`config.mk`:
```
export PLATFORM = sky130hd
export DESIGN_NAME = sixteen_row_feeder
export DESIGN_NICKNAME = d
export VERILOG_FILES = /design/src/rtl/sixteen_row_feeder.sv
export SDC_FILE = /design/constraint.sdc
export NUM_CORES = 1
export LEC_CHECK = 0
export BUFFER_PORTS_ARGS = -buffer_cell sky130_fd_sc_hd__buf_2
export CAP_MARGIN = 15
export CELL_PAD_IN_SITES_DETAIL_PLACEMENT = 1
export CELL_PAD_IN_SITES_GLOBAL_PLACEMENT = 2
export CORE_MARGIN = 3
export CORE_UTILIZATION = 33
export CTS_BUF_LIST = sky130_fd_sc_hd__clkbuf_16
export DETAILED_ROUTE_END_ITERATION = 12
export GPL_ROUTABILITY_DRIVEN = 0
export PLACE_DENSITY_LB_ADDON = 0.1
export SYNTH_ARGS = -nofsm -noshare
export SYNTH_HDL_FRONTEND = slang
export SYNTH_SLANG_ARGS = --single-unit
```
`constraint.sdc`:
```
create_clock -name clk -period 2.1 [get_ports clk]
set_input_delay 0.315 -clock clk [delete_from_list [all_inputs] [get_ports clk]]
set_output_delay 0.315 -clock clk [all_outputs]
set_load 0.01 [all_outputs]
```
`src/rtl/sixteen_row_feeder.sv`:
```
// sixteen_row_feeder: packs a serial element stream into no_of_units-wide rows,
// launches each row into the reduction organizer with a one-cycle strobe, waits
// for the per-row acknowledge, and holds the organizer start level for the whole
// vector until the final-adder completion arrives.
// Optional build macro SIXTEEN_ROW_FEEDER_PAD_EN adds an elem_last input that
// ends the vector early with a zero-padded final row.
module sixteen_row_feeder #(
    parameter int element_width   = 32,
    parameter int no_of_units     = 16,
    parameter int row_count_width = 8
) (
    input  logic                                 clk,
    input  logic                                 main_reset_n,
    input  logic                                 op_start,
    input  logic [row_count_width-1:0]           no_of_rows,
    input  logic [element_width-1:0]             elem_in,
    input  logic                                 elem_valid,
`ifdef SIXTEEN_ROW_FEEDER_PAD_EN
    input  logic                                 elem_last,
`endif
    output logic                                 elem_ready,
    output logic [no_of_units*element_width-1:0] row_out,
    output logic                                 row_strobe,
    input  logic                                 row_ack,
    output logic                                 start_out,
    input  logic                                 result_done,
    output logic                                 busy,
    output logic                                 done
);

    localparam int LANE_W = $clog2(no_of_units);
    localparam logic [LANE_W-1:0] LAST_LANE = LANE_W'(no_of_units - 1);

    typedef enum logic [2:0] {
        IDLE,
        FILL,
        ISSUE,
        WAIT_ACK,
        DRAIN,
        FIN
    } state_t;

    state_t                                state_q, state_d;
    logic [LANE_W-1:0]                     lane_q, lane_d;
    logic [row_count_width-1:0]            rows_q, rows_d;
    logic [row_count_width-1:0]            nrows_q, nrows_d;
    logic [no_of_units*element_width-1:0]  row_q, row_d;
    logic                                  last_q, last_d;
    logic                                  elem_ready_q, elem_ready_d;
    logic                                  row_strobe_q, row_strobe_d;
    logic                                  start_out_q, start_out_d;
    logic                                  busy_q, busy_d;
    logic                                  done_q, done_d;
    logic                                  elem_last_i;

`ifdef SIXTEEN_ROW_FEEDER_PAD_EN
    assign elem_last_i = elem_last;
`else
    assign elem_last_i = 1'b0;
`endif

    // Next-state, datapath and registered-output decode for the feeder FSM.
    always_comb begin
        state_d = state_q;
        lane_d  = lane_q;
        rows_d  = rows_q;
        nrows_d = nrows_q;
        row_d   = row_q;
        last_d  = last_q;

        case (state_q)
            IDLE: begin
                if (op_start) begin
                    if (no_of_rows != '0) begin
                        nrows_d = no_of_rows;
                        lane_d  = '0;
                        rows_d  = '0;
                        last_d  = 1'b0;
                        state_d = FILL;
                    end else begin
                        state_d = FIN;
                    end
                end
            end
            FILL: begin
                // elem_ready_q is high throughout FILL, so this is the handshake.
                if (elem_valid && elem_ready_q) begin
                    for (int k = 0; k < no_of_units; k++) begin
                        if (LANE_W'(k) == lane_q)
                            row_d[k*element_width +: element_width] = elem_in;
                        else if (elem_last_i && (LANE_W'(k) > lane_q))
                            row_d[k*element_width +: element_width] = '0;
                    end
                    if ((lane_q == LAST_LANE) || elem_last_i) begin
                        lane_d  = '0;
                        rows_d  = row_count_width'(rows_q + 1'b1);
                        last_d  = elem_last_i;
                        state_d = ISSUE;
                    end else begin
                        lane_d = LANE_W'(lane_q + 1'b1);
                    end
                end
            end
            ISSUE: begin
                state_d = WAIT_ACK;
            end
            WAIT_ACK: begin
                if (row_ack) begin
                    if ((rows_q == nrows_q) || last_q)
                        state_d = DRAIN;
                    else
                        state_d = FILL;
                end
            end
            DRAIN: begin
                if (result_done)
                    state_d = FIN;
            end
            FIN: begin
                state_d = IDLE;
            end
            default: begin
                state_d = IDLE;
            end
        endcase

        // Outputs are decoded from the next state so they are glitch-free flops.
        elem_ready_d = (state_d == FILL);
        row_strobe_d = (state_d == ISSUE);
        busy_d       = (state_d != IDLE);
        done_d       = (state_d == FIN);
        start_out_d  = (state_d == FILL) || (state_d == ISSUE) ||
                       (state_d == WAIT_ACK) || (state_d == DRAIN);
    end

    // State, datapath and output registers; reset abandons any vector in flight.
    always_ff @(posedge clk or negedge main_reset_n) begin
        if (!main_reset_n) begin
            state_q      <= IDLE;
            lane_q       <= '0;
            rows_q       <= '0;
            nrows_q      <= '0;
            row_q        <= '0;
            last_q       <= 1'b0;
            elem_ready_q <= 1'b0;
            row_strobe_q <= 1'b0;
            start_out_q  <= 1'b0;
            busy_q       <= 1'b0;
            done_q       <= 1'b0;
        end else begin
            state_q      <= state_d;
            lane_q       <= lane_d;
            rows_q       <= rows_d;
            nrows_q      <= nrows_d;
            row_q        <= row_d;
            last_q       <= last_d;
            elem_ready_q <= elem_ready_d;
            row_strobe_q <= row_strobe_d;
            start_out_q  <= start_out_d;
            busy_q       <= busy_d;
            done_q       <= done_d;
        end
    end

    assign elem_ready = elem_ready_q;
    assign row_out    = row_q;
    assign row_strobe = row_strobe_q;
    assign start_out  = start_out_q;
    assign busy       = busy_q;
    assign done       = done_q;

endmodule

```
; ---- Word-level counts from Yosys, hierarchy flattened
; Index checks and enable logic that the tools add are counted.
[classes]
addsub = 2
n_mux = 23
n_reduce_logical = 29
n_eq_ne = 30
[ops]
columns = operator, n
row1 = $reduce_and 3->1, 17
row2 = $eq 4x4->1 const A, 8
row3 = $mux 8, 4
row4 = $mux 3, 7
row5 = $eq 3x4->1 const A, 4
row6 = $mux 4, 4
row7 = $pmux 8 s2, 1
row8 = $pmux 3 s5, 1
row9 = $eq 3x2->1 const B, 4
row10 = $eq 3x3->1 const B, 3
row11 = $add 8x1->8 const B, 1
row12 = $eq 2x4->1 const A, 2
row13 = $eq 8x8->1, 1
row14 = $ne 2x2->1 const B, 4
row15 = $pmux 4 s2, 1
row16 = $reduce_bool 8->1, 1
row17 = $eq 3x1->1 const B, 2
row18 = $reduce_and 5->1, 1
row19 = $add 4x1->4 const B, 1
row20 = $eq 1x4->1 const A, 1
row21 = $eq 4x4->1 const B, 1
row22 = $logic_not 4->1, 1
row23 = $logic_or 1x1->1, 4
row24 = $mux 1, 4
row25 = other kinds (6), 6
[word_totals]
reg_bits = 541
elab_cells = 110

; ---- Longest topological paths before layout
[depth]
word_depth = 9
ltp_mapped = 8
depth_no_buf = 6

; ---- Worst setup path before layout
; Ideal clock, no wire load.
[synth_timing]
path_type = flip-flop to flip-flop
start = reg state_q[2]
end = reg row_q[257], in the netlist row_out[257]
period_less_slack_ps = 2037
t_arrival_ps = 1912
path_stages_with_launch = 9
slack_ps = 63
setup_time_ps = 125
required_time_ps = 1975
path_cell_list = dfrtp_1 > buf_6 > or3b_1 > buf_2 > nor2_4 > buf_6 > nand3_4 > buf_6 > mux2_4
[synth_between]
elab_chain_len = 2
[synth_lines]
columns = item, line
row1 = "start, declared", 43  ; state_t state_q, state_d;
row2 = "start signal, assigned", 151  ; state_q <= state_d;
row3 = $eq 3x1->1, 71  ; case (state_q)
row4 = $reduce_and 3->1 (no line), n/a
row5 = "end signal, assigned", 155  ; row_q <= row_d;
row6 = "end, declared", 47  ; logic [no_of_units*element_width-1:0] row_q, row_d;
; Every way passes these cells.
; A chain may end at the register's enable or synchronous reset.

; ---- Final worst setup path
[layout_timing]
start = reg state_q[2]
end = reg row_q[386], in the netlist row_out[386]
; The elaborated chain is that of the path after synthesis.

==> out/qor.yml <==
cells_and_area:
  syn_to_final_growth_pct: 29.60
  finish.utilization_pct: 43.45
  fin_area_sq_um: 28110
  drive_gt1_share_pct: 60.66
  register_area_sq_um: 13510
  multi_input_area_sq_um: 7632
  fin_cells: 2877
  n_fill_cell: 6605
  finalNetCount: 2024
grt:
  grt_pass1_vias: 15050
  grt_usage_pct: 21.29
  antenna_found_initial: 1
  overflow: 0
  grt_pass1_wl_mm: 109.6
  grt_max_degree: 50
clocking:
  clk_latency_ns: 0.62
  clockRootBuffer: "clkbuf_16"
  clock_path_buffers: 3
  numCtsBuffers: 61
  cts.sinks: 540
  h-tree-depth: 2
  cts_tree: "yes"
  clk_pin_slew_ns: 0.06
place:
  dp_hpwl_mm: 53.24
  dp.cells: 2750
  placed_cell_area_sq_um: 26000
  port_buffers: 562
power_and_ir_drop:
  clkPwrFrac_pct: 23.7
  p_leak_nw: 15.29
  swShare_pct: 34.03
  comb_power_share_pct: 37.0
  p_seq_share_pct: 39.4
  p_switching_mw: 14.90
  vdd_drop_max_mv: 0.6894
  p_int_mw: 28.88
  p_per_area_nw_per_um2: 1557
critical_path:
  cp.arrival_ns: 2.55
  critical_path.max_fanout: 21
  worst_path_most_repeated_cell: "buf_4"
  cp-end-kind: "flip-flop"
  crit_path_start_kind: "flip-flop"
  cp.required_ns: 2.59
  worst_path_max_delay_cell: "or3b_4"
  path_cells: "or3b_4 -> nor2_4 -> buf_4 -> nand4_1 -> buf_4 -> buf_12 -> mux2_1"
  worstSetupPathType: "reg -> reg"
  cpPeakStageDelay_ns: 0.42
sta:
  clock.fmax_ghz: 0.4866
  worst_pin_slew_ns: 0.6188
  maxSlewHeadroom_pct: 58.66
  setup_viol: 0
  finClkSkew_ns: 0.02160
  hold_viol: 0
  slew_violations: 0
  min_period_ns: 2.055
  fin_crit_sh_pct: 97.87
die:
  die_x_um: 262.4
  dieArea_sq_um: 68850
  core.rowCount: 93
  die_h_um: 262.4
  initial_core_util_pct: 33.53
  io_pins: 563
  core_sq_um: 64700
route:
  firstDrtPassIters: 4
  drc: 0
  antenna_left: 0
  vias: 13630
  drtIter0Drc: 481
  viasPerCell: 4.737
  wirelength_mm: 74.71
  wl_per_cell_um: 25.97
logic_synthesis:
  synth_edf_count: 0
  synth_area_leaders: "dfrtp_1, mux2_4, mux2_2, nand2_1, buf_6"
  yosysTopAreaCellShare_pct: 62.29
  synth_top_cell_by_area: "dfrtp_1"
  synthArstFlopShare_pct: 100.0
  syn_avg_cell_area_sq_um: 16.12
  synth.most_common_cell: "dfrtp_1"
  ys_seq_area_share_pct: 62.29
  synthesis.area_sq_um: 21690
  syn-num-nets: 1397
  ys_top_cells_by_count: "dfrtp_1, mux2_4, mux2_2, nand2_1, clkbuf_1"
  ys_ff_latch: 540
  syn_inst: 1346
  yosys.cell_types.count: 42
  yosys_warnings: 0
  synth_ff_type: "dfrtp_1"
min_path:
  hold_class: "in -> reg"
run:
  cap_violations: 0
status:
  outcome: "completed"
area by class of cell:
type	count	area share, %
diodes	1	0.008901
well taps	855	3.805
clock inverters	49	1.349
repair buffers	657	14.04
inverters	5	0.06676
clock buffers	62	5.519
multi-input cells	708	27.15
flip-flops and latches	540	48.07
metrics by stage:
stage / total power, mW / setup TNS [ns] / hold slack [ns] / setup slack [ns]
final: 43.78 / 0 / 0.06301 / 0.04478
after global routing: 46.13 / -0.03131 / 0.06942 / -0.01525
after CTS: 44.37 / 0 / 0.02262 / 0.006743
after detailed placement: 33.69 / 0 / 0.2603 / 0.009829
after global placement: 33.34 / 0 / 0.2497 / 0.01169
after floorplan: 25.64 / 0 / 0.01941 / 0.06274
routing by layer:
metal	global-route usage, %	up-vias	part of all wire [%]
met5	0	-	0
met2	35.39	389	48
met3	6.788	103	7.3
li1	-	5915	-
met1	26.50	7221	41
met4	6.443	0	3.0
worst paths after layout:
path | slack (ns) | startpoint | cells after the start | to
setup / recovery | 0.04 | state_q[2]$_DFF_PN0_ | 7 | row_out[386]$_DFFE_PN0P_
hold / removal | 0.06 | op_start | 3 | busy$_DFF_PN0_
setup reg to reg | 0.04 | state_q[2]$_DFF_PN0_ | 7 | row_out[386]$_DFFE_PN0P_
hold reg to reg | 0.47 | row_out[481]$_DFFE_PN0P_ | 2 | row_out[481]$_DFFE_PN0P_
max in group asynchronous | 1.06 | main_reset_n | 4 | row_out[149]$_DFFE_PN0P_
min in group asynchronous | 0.19 | main_reset_n | 2 | row_out[329]$_DFFE_PN0P_
sequential cells by signal, summed over array words and instances (netlist names):
register and cells:
lane_q 4, start_out 1, rows_q 8, nrows_q 8, elem_ready 1, done 1, row_strobe 1, busy 1
row_out 512, state_q 3
power by group through the flow:
| stage | registers [mW] | clock network (mW) | logic, mW |
|---|---|---|---|
| 6_report | 17.2 | 10.4 | 16.2 |
| 3_5_place_dp | 17.3 | 0 | 16.4 |
| 2_1_floorplan | 19.0 | 0 | 6.68 |
| 3_3_place_gp | 17.2 | 0 | 16.1 |
| 5_1_grt | 17.8 | 11.2 | 17.2 |
| 4_1_cts | 17.3 | 10.7 | 16.4 |
placed cells by master, fill, tap and decap left out, types with 5 or more instances in the layout:
cell type / instances
mux2_4: 240
buf_2: 561
nand3_1: 6
nand4_1: 6
xnor2_1: 8
nand3_4: 8
clkinv_2: 11
mux2_2: 234
inv_1: 15
dlygate4sd3_1: 9
clkbuf_16: 63
clkinv_1: 18
a21oi_1: 6
bufinv_16: 6
dfrtp_1: 540
buf_4: 54
nor2_1: 9
ha_1: 5
nand2_1: 124
mux2_1: 6
buf_12: 29
critical path, delay by kind of cell (launching register included):
kind	cells	cell delay, ns
AND/OR/NAND/NOR	3	0.70
buffers and inverters	3	0.49
flip-flops	1	0.39
multiplexers	1	0.33
kinds of logic after synthesis:
kind of cell	synth area share (%)
buffers and inverters	2.740
flip-flops	62.29
XOR/XNOR	0.3634
adder cells (fa/ha/maj)	0.2884
AND/OR/NAND/NOR	4.257
multiplexers	29.16
AO/OA/AOI/OAI	0.8940
timing repair:
action / CTS / global route
pin swaps: 1 / 3
hold buffers: 9 / 0
hold endpoints to repair: 107 / 0
setup buffers: 2 / 3
cloned: 0 / 1
setup endpoints to repair: 2 / 157
gates resized for setup: 0 / 5
(Power assumes the default switching activity.)
